==> src/rtl/vga_timing_gen.sv <==
// vga_timing_gen: raster timing source.
// Pixel/line counters advance once per pix_ce tick. Every output is a flop
// whose D input is decoded from the *next* counter value. As a result,
// hpos/vpos/visible/sync/strobes always describe the same pixel.
// Optional feature macro: VGA_FRAME_COUNT_EN.
//   Defined   -> frame_count counts frame_start strobes and wraps 255->0.
//   Undefined -> frame_count is tied to 0.
module vga_timing_gen #(
  parameter int unsigned H_DISPLAY       = 640,
  parameter int unsigned H_FRONT         = 16,
  parameter int unsigned H_SYNC          = 96,
  parameter int unsigned H_BACK          = 48,
  parameter int unsigned V_DISPLAY       = 480,
  parameter int unsigned V_BOTTOM        = 10,
  parameter int unsigned V_SYNC          = 2,
  parameter int unsigned V_TOP           = 33,
  parameter bit          SYNC_ACTIVE_LOW = 1'b1
) (
  input  logic       clk,
  input  logic       rst,
  input  logic       pix_ce,
  output logic [9:0] hpos,
  output logic [9:0] vpos,
  output logic       visible,
  output logic       hsync,
  output logic       vsync,
  output logic       line_start,
  output logic       frame_start,
  output logic [7:0] frame_count
);

  // Raster geometry. All decode compares are done on unsigned 10-bit values,
  // so H_TOTAL and V_TOTAL must not exceed 1024.
  localparam int unsigned H_TOTAL = H_DISPLAY + H_FRONT + H_SYNC + H_BACK;
  localparam int unsigned V_TOTAL = V_DISPLAY + V_BOTTOM + V_SYNC + V_TOP;

  localparam logic [9:0] H_LAST     = 10'(H_TOTAL - 1);
  localparam logic [9:0] V_LAST     = 10'(V_TOTAL - 1);
  localparam logic [9:0] H_VIS_END  = 10'(H_DISPLAY);
  localparam logic [9:0] V_VIS_END  = 10'(V_DISPLAY);
  localparam logic [9:0] H_SYNC_BEG = 10'(H_DISPLAY + H_FRONT);
  localparam logic [9:0] H_SYNC_END = 10'(H_DISPLAY + H_FRONT + H_SYNC - 1);
  localparam logic [9:0] V_SYNC_BEG = 10'(V_DISPLAY + V_BOTTOM);
  localparam logic [9:0] V_SYNC_END = 10'(V_DISPLAY + V_BOTTOM + V_SYNC - 1);

  // Pin level while a sync pulse is active, and the idle level.
  localparam logic SYNC_ON  = SYNC_ACTIVE_LOW ? 1'b0 : 1'b1;
  localparam logic SYNC_OFF = ~SYNC_ON;

  logic [9:0] hpos_q, hpos_d;
  logic [9:0] vpos_q, vpos_d;
  logic       visible_q, visible_d;
  logic       hsync_q, hsync_d;
  logic       vsync_q, vsync_d;
  logic       line_start_q, line_start_d;
  logic       frame_start_q, frame_start_d;
  logic       h_wrap, v_wrap;

  // Next counter position: hpos steps every tick, vpos steps on hpos wrap.
  always_comb begin
    hpos_d = hpos_q;
    vpos_d = vpos_q;
    h_wrap = 1'b0;
    v_wrap = 1'b0;
    if (pix_ce) begin
      if (hpos_q == H_LAST) begin
        hpos_d = '0;
        h_wrap = 1'b1;
        if (vpos_q == V_LAST) begin
          vpos_d = '0;
          v_wrap = 1'b1;
        end else begin
          vpos_d = vpos_q + 10'd1;
        end
      end else begin
        hpos_d = hpos_q + 10'd1;
      end
    end
  end

  // Decode outputs from the next position. They only change on a tick, so
  // idle clocks hold the levels and the strobes fall back to 0. vsync tracks
  // vpos, which only moves on an hpos wrap. This keeps vsync line-granular.
  always_comb begin
    visible_d     = visible_q;
    hsync_d       = hsync_q;
    vsync_d       = vsync_q;
    line_start_d  = 1'b0;
    frame_start_d = 1'b0;
    if (pix_ce) begin
      visible_d     = (hpos_d < H_VIS_END) && (vpos_d < V_VIS_END);
      hsync_d       = ((hpos_d >= H_SYNC_BEG) && (hpos_d <= H_SYNC_END)) ? SYNC_ON : SYNC_OFF;
      vsync_d       = ((vpos_d >= V_SYNC_BEG) && (vpos_d <= V_SYNC_END)) ? SYNC_ON : SYNC_OFF;
      line_start_d  = h_wrap;
      frame_start_d = h_wrap && v_wrap;
    end
  end

  // Reset parks the raster on the last pixel so the first tick lands on (0,0).
  always_ff @(posedge clk or posedge rst) begin
    if (rst) begin
      hpos_q        <= H_LAST;
      vpos_q        <= V_LAST;
      visible_q     <= 1'b0;
      hsync_q       <= SYNC_OFF;
      vsync_q       <= SYNC_OFF;
      line_start_q  <= 1'b0;
      frame_start_q <= 1'b0;
    end else begin
      hpos_q        <= hpos_d;
      vpos_q        <= vpos_d;
      visible_q     <= visible_d;
      hsync_q       <= hsync_d;
      vsync_q       <= vsync_d;
      line_start_q  <= line_start_d;
      frame_start_q <= frame_start_d;
    end
  end

`ifdef VGA_FRAME_COUNT_EN
  logic [7:0] frame_count_q, frame_count_d;

  // Count on the same edge that raises frame_start. The first frame after
  // reset therefore reads 1. The 8-bit counter wraps naturally.
  always_comb begin
    frame_count_d = frame_count_q;
    if (frame_start_d) begin
      frame_count_d = frame_count_q + 8'd1;
    end
  end

  // Frame counter register.
  always_ff @(posedge clk or posedge rst) begin
    if (rst) begin
      frame_count_q <= '0;
    end else begin
      frame_count_q <= frame_count_d;
    end
  end

  assign frame_count = frame_count_q;
`else
  assign frame_count = '0;
`endif

  assign hpos        = hpos_q;
  assign vpos        = vpos_q;
  assign visible     = visible_q;
  assign hsync       = hsync_q;
  assign vsync       = vsync_q;
  assign line_start  = line_start_q;
  assign frame_start = frame_start_q;

endmodule

==> config.mk <==
export PLATFORM = sky130hd
export DESIGN_NAME = vga_timing_gen
export DESIGN_NICKNAME = d
export VERILOG_FILES = /design/src/rtl/vga_timing_gen.sv
export SDC_FILE = /design/constraint.sdc
export NUM_CORES = 1
export LEC_CHECK = 0
export ABC_AREA = 1
export CAP_MARGIN = 5
export CORE_AREA = 2 2 68 54
export DETAILED_ROUTE_END_ITERATION = 12
export DIE_AREA = 0 0 70 56
export PLACE_DENSITY = 0.8
export REMOVE_ABC_BUFFERS = 1
export SYNTH_ARGS = -nofsm -noshare
export SYNTH_HDL_FRONTEND = slang
export SYNTH_SLANG_ARGS = --single-unit
==> constraint.sdc <==
create_clock -name clk -period 4.7 [get_ports clk]
set_clock_uncertainty 0.15 [all_clocks]
set_input_delay 0.94 -clock clk [delete_from_list [all_inputs] [get_ports clk]]
set_output_delay 0.94 -clock clk [all_outputs]
set_load 0.02 [all_outputs]
### Word level (Yosys, flattened, before mapping)

Cells that the tools add are included.

| cells by class | value |
|---|---|
| order comparisons | 6 |
| equal/unequal tests | 2 |
| mux-type cells | 14 |
| reductions and logical operators | 4 |
| add/sub/neg operators | 2 |

Operator list:

| kind | count |
|---|---|
| 2-to-1 mux 10 bit | 5 |
| adder 10 x 1 -> 10 bit (second input constant) | 2 |
| equality test 10 bit (second input constant) | 2 |
| greater-or-equal comparator 10 bit (second input constant) | 1 |
| greater-or-equal comparator 10 x 9 -> 1 bit (second input constant) | 1 |
| less-or-equal comparator 10 bit (second input constant) | 1 |
| less-or-equal comparator 10 x 9 -> 1 bit (second input constant) | 1 |
| less-than comparator 10 bit (second input constant) | 1 |
| less-than comparator 10 x 9 -> 1 bit (second input constant) | 1 |
| 2-to-1 mux 1 bit | 9 |
| logical AND 1 bit | 4 |

| word-level totals | value |
|---|---|
| register bits after elaboration | 25 |
| output and inout bits | 33 |
| logic and storage cells | 35 |
| bits of input ports | 3 |

### Logic depth before layout (Yosys ltp)

Gate-level depths: netlist of run 1.

| depth | value |
|---|---|
| depth in word-level cells | 7 |
| gate-level depth with buffers | 14 |
| depth with buffers taken out | 14 |

### Least setup slack after synthesis of run 1

OpenSTA, ideal clock, no wires.

| timing | value |
|---|---|
| path type | input -> register |
| start | input port pix_ce |
| end | register visible_q (netlist: visible) |
| buffers on the path | 1 |
| required time | 4.433 ns |
| slack | 2.569 ns |
| stages on the path | 14 |
| arrival | 1.864 ns |
| setup time | 0.117 ns |
| path through | buf_4 -> nand2_1 -> inv_1 -> nand2_1 -> nor2_1 -> nand3_1 -> nand2_1 -> inv_2 -> nor2_4 -> inv_2 -> nand2_1 -> inv_1 -> nand3_1 -> nand2_1 |

| on the way | value |
|---|---|
| cells in the longest elaborated chain, start to end | 3 |
| elaborated cells on any way between the ends | 5 |
| those cells by class | 2 x order compare; 2 x mux; 1 x reduce/logical |

RTL lines:

| element | RTL line | source |
|---|---|---|
| start: declaration | 21 | `input logic pix_ce,` |
| 2-to-1 mux 10 bit | 65 | `if (pix_ce) begin` |
| net vpos_d[9] | 51 | `logic [9:0] vpos_q, vpos_d;` |
| less-than comparator 10 x 9 -> 1 bit | 91 | `visible_d = (hpos_d < H_VIS_END) && (vpos_d < V_VIS_END);` |
| logical AND 1 bit | 91 |  |
| end signal: assignment | 112 | `visible_q <= visible_d;` |
| end: declaration | 52 | `logic visible_q, visible_d;` |

The timed path passes the listed nets, and every way through them passes these cells.
A chain may end at the register's enable or synchronous reset.

### Worst setup path in the final report of run 1

| timing | value |
|---|---|
| start | input port pix_ce |
| end | register hsync_q (netlist: hsync) |

| on the way | value |
|---|---|
| cells in the longest elaborated chain, start to end | 4 |
| elaborated cells on any way between the ends | 5 |
| those cells by class | 2 x order compare; 2 x mux; 1 x reduce/logical |

RTL lines:

| element | RTL line | source |
|---|---|---|
| 2-to-1 mux 10 bit * | 65 |  |
| net hpos_d[5] | 50 | `logic [9:0] hpos_q, hpos_d;` |
| greater-or-equal comparator 10 bit / less-or-equal comparator 10 bit (equally long branches) | 92 | `hsync_d = ((hpos_d >= H_SYNC_BEG) && (hpos_d <= H_SYNC_END)) ? SYNC_ON : SYNC_OFF;` |
| logical AND 1 bit * | 92 |  |
| 2-to-1 mux 1 bit * | 92 |  |
| end signal: assignment | 113 | `hsync_q <= hsync_d;` |
| end: declaration | 53 | `logic hsync_q, hsync_d;` |

Mark *: on every way through the listed nets, which the timed path passes. The rest lies on a longest branch.

==> flow_summary.ini, run 1 <==
[status]
status = finished clean

[synthesis]
syn-cell-area_sq_um = 1660
synth.distinct_cells = 33
synth-warning-count = 0
syn_area_per_cell_sq_um = 7.379
synth_seq_area_share_pct = 38.58
post-synth-top-area-cell = dfrtp_1
netlist_instances = 225
synth_top_area_share_pct = 19.59
synth_area_leaders = dfrtp_1 20%, dfstp_2 19%, nand2_1 11%, inv_1 7.9%, nand3_1 6.6%
ys_seq_elements = 25

[setup_path]
cpMaxStageDelayCell = clkdlybuf4s50_1
cp.arrival_ns = 2.97
crit_fanout = 13
r2r_slack_ns = 2.51
crit_chain = clkdlybuf4s50_1 -> inv_2 -> nor3_2 -> nand3_1 -> nand2_1 -> nor2_2 -> or2_0 -> nand2_1 -> nand2_1 -> a21oi_2
critPathCaptureType = flip-flop
required_ns = 4.75
reg2reg_from = hpos[0]$_DFF_PP1_
cp_slowest_stage_delay_ns = 0.76
critPathKind = primary input to flip-flop
critPathLaunchType = primary input
reg2reg_depth = 12
path_common_cell = nand2_1
rr_endpoint = vsync$_DFFE_PP1P_

[finish]
layout.nets = 261
diodes = 0
layout_commonest_cell = nand2_1
drive_above_1_share_pct = 16.93
area_growth_pct = 19.74
finalNonFillerCells = 294
final_util_pct = 62.17
final_cell_mix = 50 x nand2_1, 35 x inv_1, 27 x clkdlybuf4s50_1

[timing]
finalCritPeriodShare_pct = 62.02
worst_pin_slew_ns = 0.8927
grt_setup_unrepaired = no
holdWs_ns = 0.3474
finalSetupViolations = 0
slew_violations = 0
relSlewSlack_pct = 40.42
fin_setup_tns_ns = 0
finalHoldViolCount = 0
max_freq_ghz = 0.3431
min_period_ns = 2.915

[pwr]
pwr-share-seq_pct = 45.2
cellLeakagePower_nw = 1.054
intPower_uw = 425.1
pwr-share-clk_pct = 18.0
switchingPower_uw = 268.9
ir_drop_v = 0.0001853
combPwrFrac_pct = 36.8
swShare_pct = 38.75
powerDensity_nw_per_um2 = 349.1

[hold_path]
holdPathStages = 2
whs_endpoint = vsync$_DFFE_PP1P_
hp-class = flip-flop to flip-flop
hold_start = vsync$_DFFE_PP1P_

[placed_design]
dpl.cell_count = 290
place.gp.congestion = 0.8883
portBuffers = 27
post-dp-hpwl_mm = 2.926

[die]
core_sq_um = 3198
num_io_pins = 36
std_cell_rows = 18
start_util_pct = 51.92
chipHeight_um = 56
fp.dieW_um = 70
dieArea_sq_um = 3920

[clock_tree]
cts_setup_buffers = 0
path_clk_slew_ns = 0.09
cts-buffers-inserted = 3
cts_hold_buf = 0
cts_resized = 0
clk_latency_ns = 0.27
cts_tree = yes
cts.sinks = 25
root_buffer = clkbuf_8
clockBufferDepth = 2
htreeDepth = 1

[run]
maxCapViolCount = 0

[routing]
drt-initial-drc-count = 92
highest_layer = met4
m1WireLength_mm = 1.712
ant_nets = 0
wl_met2_mm = 1.539
drt-vias-per-instance = 4.976
routed-via-count = 1463
avgRoutedWirePerCell_um = 12.11
wirelength_mm = 3.561
met3_length_um = 249
first_pass_iters = 4
route.detailed.drc = 0

[global_routing]
grt_pass1_wl_mm = 6.306
grt_pass1_vias = 1323
gr-total-overflow = 0
antenna_found_initial = 0
track_usage_pct = 20.11
grt_max_degree = 26
==> synth_stat cells, drive strengths merged <==
master  number
nand2       55
or2          1
nor2b        1
nand3b       1
xor2         3
dfstp       12
nor3         3
clkbuf       1
nand4        9
ha           3
a21o         1
dfrtp       13
conb         1
clkinv       1
inv         43
buf          9
o21ai        7
xnor2        1
nand3       24
nor2        31
o21bai       2
a21oi        3
==> worst max-delay path: cells and delay by family <==
kind | cells | cell delay (ns)
AND/OR/NAND/NOR | 7 | 0.92
AO/OA/AOI/OAI | 1 | 0.13
buffers and inverters | 2 | 0.98
==> through the flow <==
stage,worst slack (ns),area (sq um),power (mW)
after CTS,1.773,1988,0.7014
final,1.785,1988,0.6940
after floorplan,2.590,1615,0.4719
after detailed placement,1.486,1943,0.5725
after global routing,1.622,1988,0.7425
after global placement,1.548,1943,0.5676
==> flip-flops by register name (all words and copies together), names as in the netlist <==
name and count:
vsync 1, visible 1, hpos 10, vpos 10
hsync 1, line_start 1, frame_start 1
==> cell type report <==
cell class,count,area [sq um]
sequential,25,640.6
multi-input combinational,153,808.3
clock buffer,4,45.04
timing repair buffer,28,277.8
tap,40,50.05
inverter,44,166.4
fill,306,1210
==> how the worst max path moves through the flow <==
stage                     startpoint           endpoint  cells past startpoint
final                         pix_ce  hsync$_DFFE_PP1P_                     10
after global routing          pix_ce  hsync$_DFFE_PP1P_                     10
after CTS                     pix_ce  hsync$_DFFE_PP1P_                     10
after detailed placement      pix_ce  hsync$_DFFE_PP1P_                     10
after global placement        pix_ce  hsync$_DFFE_PP1P_                     10
after floorplan               pix_ce  hsync$_DFFE_PP1P_                      9
==> kinds of logic (layout without fill, tap and decap cells) <==
family                     Yosys count  after routing  synth area share, %
DFF                                 25             25                38.58
AOI/OAI and AO/OA                   13             13                4.597
adders and majority gates            3              3                2.261
xor gates and xnor gates             4              4                2.110
buffers and inverters               54             76                14.32
other                                1              8               0.2259
and+or+nand+nor                    125            125                37.91
==> power by group through the flow <==
stage | Combinational [mW] | Sequential, mW | Clock [mW]
global placement | 0.252 | 0.315 | 0
floorplan | 0.126 | 0.346 | 0
detailed placement | 0.256 | 0.316 | 0
CTS | 0.256 | 0.313 | 0.132
finish | 0.255 | 0.314 | 0.125
global route | 0.280 | 0.324 | 0.139
==> metal layers <==
metal / up-vias / GRT usage (%)
li1: 740 / -
met2: 52 / 29.25
met5: - / 0
met1: 665 / 30.30
met3: 6 / 3.986
met4: 0 / 5.495
(Power assumes the default switching activity.)
==> run 2, diff against run 1 <==
- CORE_AREA: 2 2 68 54 -> 2 2 70 55
- DIE_AREA: 0 0 70 56 -> 0 0 72 57
- PLACE_DENSITY: 0.8 -> 0.76
- clock period: 4.7 -> 2.7 ns (I/O delays scaled with it)
==> run 2 against run 1 <==
Net effect:
- power rose by 74%
- highest routed layer unchanged
- largest power group unchanged
- register-to-register slack worse by 2.0 ns
- largest cell class unchanged
- critical path depth did not move
- critical path type unchanged
==> flow_summary.ini, run 2 (synthesized netlist as in run 1, its figures left out) <==
[pwr]
cellLeakagePower_nw = 1.062
combPwrFrac_pct = 37.2
pwr-share-seq_pct = 44.9
swShare_pct = 39.01
powerDensity_nw_per_um2 = 605.2
ir_drop_v = 0.0003351
switchingPower_uw = 472.0
pwr-share-clk_pct = 17.9
intPower_uw = 738.1

[die]
fp.dieW_um = 72
std_cell_rows = 19
start_util_pct = 47.51
dieArea_sq_um = 4104
core_sq_um = 3495
chipHeight_um = 57
num_io_pins = 36

[clock_tree]
clk_latency_ns = 0.26
root_buffer = clkbuf_8
cts_setup_buffers = 0
path_clk_slew_ns = 0.08
cts_hold_buf = 0
cts_resized = 0
cts-buffers-inserted = 3
cts_tree = yes
cts.sinks = 25
htreeDepth = 1
clockBufferDepth = 2

[global_routing]
met2_usage_pct = 26.46
antenna_found_initial = 0
grt_pass1_wl_mm = 5.947
grt_util_met3_pct = 3.887
gr-total-overflow = 0
gr-max-usage-layer = met1
grt_max_degree = 26
use_met1_pct = 29.64
grt_pass1_vias = 1282
track_usage_pct = 18.66

[timing]
max_freq_ghz = 0.4519
min_period_ns = 2.213
holdWs_ns = 0.3548
fin_setup_tns_ns = 0
slew_violations = 0
finalCritPeriodShare_pct = 81.95
finalHoldViolCount = 0
grt_setup_unrepaired = no
finalSetupViolations = 0

[placed_design]
portBuffers = 27
dpl_cell_area_sq_um = 1953
dpl.cell_count = 293
place.gp.congestion = 0.8803
post-dp-hpwl_mm = 2.728

[run]
maxCapViolCount = 0

[finish]
fillers = 337
diodes = 0
final_cell_mix = 50 x nand2_1, 35 x inv_1, 27 x clkdlybuf4s50_1
drive_above_1_share_pct = 17.65
area_growth_pct = 20.42
stdcell_area_sq_um = 1999
layout_commonest_cell = nand2_1
layout.nets = 262
finalNonFillerCells = 297

[routing]
drt-vias-per-instance = 4.892
routed-via-count = 1453
route.detailed.drc = 0
wirelength_mm = 3.441
avgRoutedWirePerCell_um = 11.59
first_pass_iters = 4
ant_nets = 0
drt-initial-drc-count = 102

[setup_path]
crit_start = pix_ce
cp.arrival_ns = 2.26
required_ns = 2.75
critPathKind = primary input to flip-flop
critPathLaunchType = primary input
crit_fanout = 20
reg2reg_from = hpos[0]$_DFF_PP1_
critPathCaptureType = flip-flop

[status]
status = finished clean

[hold_path]
hold_start = vsync$_DFFE_PP1P_
hp-class = flip-flop to flip-flop
[run 2: metal layers]
layer,up-vias,share of wire (%)
met4,0,0.67
met5,-,0
li1,740,-
met1,671,51
met2,40,43
met3,2,5.6
[run 2: layout make-up]
type	instances	area, sq um	area share (%)
Sequential cell	25	640.6	32.04
Inverter	44	166.4	8.323
Multi-Input combinational cell	153	808.3	40.43
Timing Repair Buffer	29	285.3	14.27
Clock buffer	3	41.29	2.065
Tap cell	42	52.55	2.628
Clock inverter	1	5.005	0.2503
[run 2: critical path, stage by stage]
cell and delay, ns:
clkdlybuf4s50_1 0.49, buf_4 0.24, nand2_1 0.12, nor2_4 0.14
xor2_1 0.25, inv_1 0.09, nand3_1 0.11, nand2_1 0.07
nor2b_1 0.14, a21oi_2 0.06
[run 2: final timing paths]
path                                      to  slack (ns)  cells past startpoint
setup / recovery           hsync$_DFFE_PP1P_        0.49                     10
hold / removal             vsync$_DFFE_PP1P_        0.35                      2
setup reg to reg           vsync$_DFFE_PP1P_        0.54                     10
hold reg to reg            vsync$_DFFE_PP1P_        0.35                      2
max in group asynchronous  hpos[3]$_DFF_PP1_        1.65                      3
min in group asynchronous  vpos[5]$_DFF_PP0_        0.46                      3
[run 2: metrics by stage]
stage | power [mW] | util, % | setup slack [ns]
final | 1.210 | 57.21 | 0.4872
after global placement | 0.9936 | 55.89 | 0.2387
after global routing | 1.304 | 57.21 | 0.2978
after floorplan | 0.8214 | - | 0.7151
after CTS | 1.220 | 57.21 | 0.5008
after detailed placement | 0.9987 | 55.89 | 0.2101
[run 2: power by group through the flow]
stage                     sequential [mW]  clock [mW]  combinational (mW)
after CTS                           0.543       0.226               0.451
after global placement              0.549           0               0.445
after floorplan                     0.603           0               0.219
final                               0.543       0.217               0.450
after detailed placement            0.549           0               0.450
after global routing                0.559       0.246               0.500
